--- src/rtl/ram_byte_port.sv ---
// Byte-addressable CPU port onto a 32-bit single-port block RAM.
// Sub-word stores are done as read-modify-write; loads extract and extend a lane.
module ram_byte_port #(
  parameter int unsigned WORDS = 3584
) (
  input  logic        clk,
  input  logic        rst,
  input  logic        cpu_req,
  input  logic        cpu_we,
  input  logic [16:0] cpu_addr,
  input  logic [1:0]  cpu_size,
  input  logic        cpu_signed,
  input  logic [31:0] cpu_wdata,
  output logic [31:0] cpu_rdata,
  output logic        cpu_ack,
  output logic        cpu_err,
  output logic        cpu_busy,
  output logic [14:0] ram_addr,
  output logic [31:0] ram_din,
  output logic        ram_we,
  input  logic [31:0] ram_out
);

  typedef enum logic [2:0] {IDLE, RD, CAP, WR, DONE} state_t;

  state_t      state_q, state_d;
  logic        we_q, we_d;
  logic [1:0]  lane_q, lane_d;
  logic [1:0]  size_q, size_d;
  logic        sgn_q, sgn_d;
  logic [31:0] wdata_q, wdata_d;
  logic [31:0] rdata_q, rdata_d;
  logic        ack_q, ack_d;
  logic        err_q, err_d;
  logic [14:0] raddr_q, raddr_d;
  logic [31:0] rdin_q, rdin_d;
  logic        rwe_q, rwe_d;

  logic        req_err;
  logic [31:0] shifted;
  logic [31:0] load_val;
  logic [31:0] lane_mask;
  logic [31:0] merged;

  assign req_err = (cpu_size == 2'b11)
                 | ((cpu_size == 2'b01) & cpu_addr[0])
                 | ((cpu_size == 2'b10) & (|cpu_addr[1:0]))
                 | (32'(cpu_addr[16:2]) >= WORDS);

  assign shifted   = ram_out >> {lane_q, 3'b000};
  assign lane_mask = ((size_q == 2'b00) ? 32'h0000_00FF : 32'h0000_FFFF) << {lane_q, 3'b000};
  assign merged    = (ram_out & ~lane_mask) | ((wdata_q << {lane_q, 3'b000}) & lane_mask);

  always_comb begin
    case (size_q)
      2'b00:   load_val = sgn_q ? {{24{shifted[7]}}, shifted[7:0]} : {24'h0, shifted[7:0]};
      2'b01:   load_val = sgn_q ? {{16{shifted[15]}}, shifted[15:0]} : {16'h0, shifted[15:0]};
      default: load_val = shifted;
    endcase
  end

  // ack/err are registered, so the completion cycle is already IDLE and can accept
  // the next request; DONE is never entered in normal operation and only recovers.
  always_comb begin
    state_d = state_q;
    we_d    = we_q;
    lane_d  = lane_q;
    size_d  = size_q;
    sgn_d   = sgn_q;
    wdata_d = wdata_q;
    rdata_d = rdata_q;
    ack_d   = 1'b0;
    err_d   = 1'b0;
    raddr_d = raddr_q;
    rdin_d  = rdin_q;
    rwe_d   = 1'b0;
    case (state_q)
      IDLE: begin
        if (cpu_req) begin
          we_d    = cpu_we;
          lane_d  = cpu_addr[1:0];
          size_d  = cpu_size;
          sgn_d   = cpu_signed;
          wdata_d = cpu_wdata;
          if (req_err) begin
            ack_d = 1'b1;
            err_d = 1'b1;
          end else begin
            raddr_d = cpu_addr[16:2];
            if (cpu_we && cpu_size == 2'b10) begin
              rdin_d  = cpu_wdata;
              rwe_d   = 1'b1;
              state_d = WR;
            end else begin
              state_d = RD;
            end
          end
        end
      end
      RD: state_d = CAP;
      CAP: begin
        if (we_q) begin
          rdin_d  = merged;
          rwe_d   = 1'b1;
          state_d = WR;
        end else begin
          rdata_d = load_val;
          ack_d   = 1'b1;
          state_d = IDLE;
        end
      end
      WR: begin
        ack_d   = 1'b1;
        state_d = IDLE;
      end
      default: state_d = IDLE;
    endcase
  end

  always_ff @(posedge clk or posedge rst) begin
    if (rst) begin
      state_q <= IDLE;
      we_q    <= 1'b0;
      lane_q  <= '0;
      size_q  <= '0;
      sgn_q   <= 1'b0;
      wdata_q <= '0;
      rdata_q <= '0;
      ack_q   <= 1'b0;
      err_q   <= 1'b0;
      raddr_q <= '0;
      rdin_q  <= '0;
      rwe_q   <= 1'b0;
    end else begin
      state_q <= state_d;
      we_q    <= we_d;
      lane_q  <= lane_d;
      size_q  <= size_d;
      sgn_q   <= sgn_d;
      wdata_q <= wdata_d;
      rdata_q <= rdata_d;
      ack_q   <= ack_d;
      err_q   <= err_d;
      raddr_q <= raddr_d;
      rdin_q  <= rdin_d;
      rwe_q   <= rwe_d;
    end
  end

  assign cpu_rdata = rdata_q;
  assign cpu_ack   = ack_q;
  assign cpu_err   = err_q;
  assign cpu_busy  = (state_q != IDLE);
  assign ram_addr  = raddr_q;
  assign ram_din   = rdin_q;
  assign ram_we    = rwe_q;

endmodule
--- config.mk ---
export PLATFORM = sky130hd
export DESIGN_NAME = ram_byte_port
export DESIGN_NICKNAME = d
export VERILOG_FILES = /design/src/rtl/ram_byte_port.sv
export SDC_FILE = /design/constraint.sdc
export NUM_CORES = 1
export LEC_CHECK = 0
export ABC_AREA = 1
export BUFFER_PORTS_ARGS = -buffer_cell sky130_fd_sc_hd__buf_4
export CORE_MARGIN = 5
export CORE_UTILIZATION = 30
export CTS_BUF_LIST = sky130_fd_sc_hd__clkbuf_16
export DETAILED_ROUTE_END_ITERATION = 6
export PLACE_DENSITY_LB_ADDON = 0.1
export REMOVE_ABC_BUFFERS = 1
export SLEW_MARGIN = 40
export SYNTH_ARGS = -nofsm -noshare
export SYNTH_HDL_FRONTEND = slang
export SYNTH_SLANG_ARGS = --single-unit
export TNS_END_PERCENT = 50
--- constraint.sdc ---
create_clock -name clk -period 3.1 [get_ports clk]
set_clock_uncertainty 0.05 [all_clocks]
set_input_delay 0 -clock clk [delete_from_list [all_inputs] [get_ports clk]]
set_output_delay 0 -clock clk [all_outputs]
set_load 0.05 [all_outputs]
==> flow_metrics.py <==
metrics = {
    "outcome": {
        "outcome": "complete, no violations",
    },
    "route": {
        "dr_wl_met2_um": 10000,
        "viasPerCell": 4.47,
        "wl_um": 21600,
        "vias": 6211,
        "drc": 0,
        "wl_per_cell_um": 15.6,
        "wl_met3_um": 1070,
        "met1_length_um": 10300,
        "drt-initial-drc-count": 353,
        "first_pass_iters": 5,
        "antenna_left": 0,
        "routed.top_layer": "met4",
    },
    "logic_synthesis": {
        "yosys_warnings": 0,
        "synth.distinct_cells": 31,
        "syn_inst": 869,
        "synth-seq-cells": 114,
        "syn_area_per_cell_um2": 7.14,
        "ys_top_cells_by_area": "dfrtp_1, nand2_1, inv_1, nand3_1, o21ai_0",
        "seq_area_frac_synth_pct": 46.0,
        "yosysTopAreaCell": "dfrtp_1",
        "synth_top_area_share_pct": 46.0,
        "synthesis.area_um2": 6200,
    },
    "worst_setup_path": {
        "cp.arrival_ns": 3.08,
        "r2r_end": "ram_din[22]",
        "critPathMaxStageDelay_ns": 0.58,
        "cp_max_fo": 14,
        "r2r-start": "lane_q[1]",
        "critPathLaunchType": "input pin",
        "required_ns": 3.38,
        "crit_path_end": "ram_addr[11]",
        "crit_type": "in2reg",
        "reg2reg_slack_ns": 0.91,
        "cpMaxStageDelayCell": "dlygate4sd3_1",
        "end_kind": "register",
        "startpoint": "cpu_addr[16]",
        "cp_common_cell": "dlygate4sd3_1",
        "path_cells": "dlygate4sd3_1, buf_4, nor2_1, dlygate4sd3_1, nand2_1, dlygate4sd3_1, nor2_1, nand2_1, inv_1, nand3_1, o21ai_0",
        "worstRegToRegCells": 9,
    },
    "finish": {
        "nets": 1194,
        "area_growth_pct": 47.1,
        "fin_cells": 1389,
        "diodes": 0,
        "drive_gt1_share_pct": 23.2,
    },
    "timing": {
        "slew_headroom_pct": 56.5,
        "hold-worst-slack_ns": 0.0719,
        "tns_ns": 0,
        "fmax_mhz": 357,
        "finalCriticalPeriod_ns": 2.80,
        "drv_slew": 0,
        "period_share_pct": 90.2,
        "setup_viol": 0,
        "hold_violations": 0,
        "tightest_slew_ns": 0.653,
        "rsz0062_at_grt": "false",
    },
    "place": {
        "gp_congestion": 0.808,
        "placed_cells": 1278,
        "numPortBuffers": 170,
        "hpwl_um": 15100,
    },
    "hold_path": {
        "hold_path_class": "in2reg",
    },
    "cts": {
        "cts_tree": "done",
        "cts_max_level": 4,
        "cts_root_buf": "clkbuf_16",
        "clockBufferDepth": 2,
        "clock-sinks": 114,
        "numCtsBuffers": 17,
        "clk_pin_slew_ns": 0.06,
        "clk_latency_ns": 0.42,
        "cts_resized": 0,
    },
    "global_routing": {
        "grt-ovfl-total": 0,
        "grt_antenna_before_repair": 0,
        "grt_pass1_vias": 6398,
        "grt_pass1_wl_um": 35500,
        "grt_max_degree": 59,
        "grt_use_total_pct": 18.7,
    },
    "die": {
        "ioPinCount": 171,
        "die_y_um": 154,
        "rows": 52,
        "die_w_um": 154,
        "coreArea_um2": 20300,
        "initial_core_util_pct": 30.6,
        "die-area_um2": 23600,
    },
    "power_and_ir_drop": {
        "powerDensity_nw_per_um2": 706,
        "leakage_nw": 4.87,
        "vdd_drop_max_mv": 0.394,
    },
    "flow_run": {
        "maxCapViolCount": 0,
    },
}
==> layer usage <==
metal | vias to the layer above | global-route usage (%)
met5 | - | 0
li1 | 3171 | -
met2 | 161 | 29.7
met1 | 2863 | 26.3
met3 | 16 | 3.77
met4 | 0 | 4.84
==> how the worst min path moves through the flow <==
stage | startpoint | end | slack, ns | cells after the start
floorplan | cpu_addr[2] | ram_addr[0] | 0.07 | 2
CTS | ram_out[23] | cpu_rdata[15] | 0.06 | 7
global placement | rst | wdata_q[18] | 0.005 | 2
global route | ram_out[23] | cpu_rdata[15] | 0.12 | 7
finish | ram_out[23] | cpu_rdata[15] | 0.07 | 7
detailed placement | rst | ram_din[2] | 0.003 | 2
==> synth_stat cells <==
cell type and instances:
dfrtp_1 114, inv_2 4, buf_1 6, nand2_1 379
o211ai_1 14, or2_2 16, clkbuf_1 18, nand3b_1 1
nand3_4 1, inv_4 1, o21ai_0 46, nor3_4 1
nor2_4 2, nand3_2 1, buf_6 3, a22oi_1 7
o21ai_1 2, buf_2 11, nor2_1 35, nand4_1 1
and3_1 1, a21oi_1 29, mux2_2 7, nor2_8 1
clkinv_1 8, buf_4 4, nor2_2 1, o21a_1 7
nand2_2 8, nand3_1 58, inv_1 82
==> cell type report <==
type	count	area, um^2
multi-input combinational	618	2790
inverter	95	362
fill	2146	11200
sequential	114	2850
clock inverter	15	183
clock buffer	17	425
tap	270	338
timing repair buffer	260	2170
==> where the power goes <==
group          internal, mW  total [mW]  switching [mW]
Combinational         0.762        2.38            1.62
Clock                  1.27        2.03           0.762
Sequential             1.81        2.02           0.216
==> per-stage QoR <==
step / util [%] / cell area (um^2) / setup WS, ns / total power [mW]
6_report: 44.9 / 9120 / 0.302 / 6.44
3_3_place_gp: 38.0 / 7720 / 0.805 / 4.36
4_1_cts: 44.9 / 9120 / 0.406 / 6.51
3_5_place_dp: 38.0 / 7720 / 0.765 / 4.37
5_1_grt: 44.9 / 9120 / 0.124 / 6.79
2_1_floorplan: - / 5990 / 0.0343 / 3.55
==> state kept, by name (all words and copies together), names as in the netlist <==
register and flops:
state_q 2, cpu_ack 1, lane_q 2, ram_we 1
ram_din 32, wdata_q 24, cpu_err 1, size_q 2
we_q 1, cpu_rdata 32, ram_addr 15, sgn_q 1
==> repair_timing <==
item	in CTS	in global routing
setup buffers	0	0
hold buffers	79	0
hold endpoints to repair	128	0
==> kinds of logic (layout without fill, tap and decap cells) <==
group           after synthesis  after routing  synth area share (%)
flops                       114            114                  46.0
mux                           7              7                  1.27
compound gates              105            105                  9.60
buf+inv                     137            387                  9.16
simple gates                506            506                  34.0
==> worst max-delay path, delay by kind of cell <==
family / cells / cell delay, ns
compound gates: 1 / 0.33
buf+inv: 5 / 1.89
simple gates: 5 / 0.84
==> cells in the final DEF (no fill, tap or decap), types with 8 or more instances in the layout <==
cell type      count
o21ai_0           46
o211ai_1          14
dfrtp_1          113
a21oi_1           29
buf_4            179
dlygate4sd3_1     79
nand3_1           58
or2_2             16
nor2_1            33
nand2_1          379
inv_1             81
clkinv_1           8
nand2_2            8
clkbuf_16         17
Power figures use the tool's default switching activity.
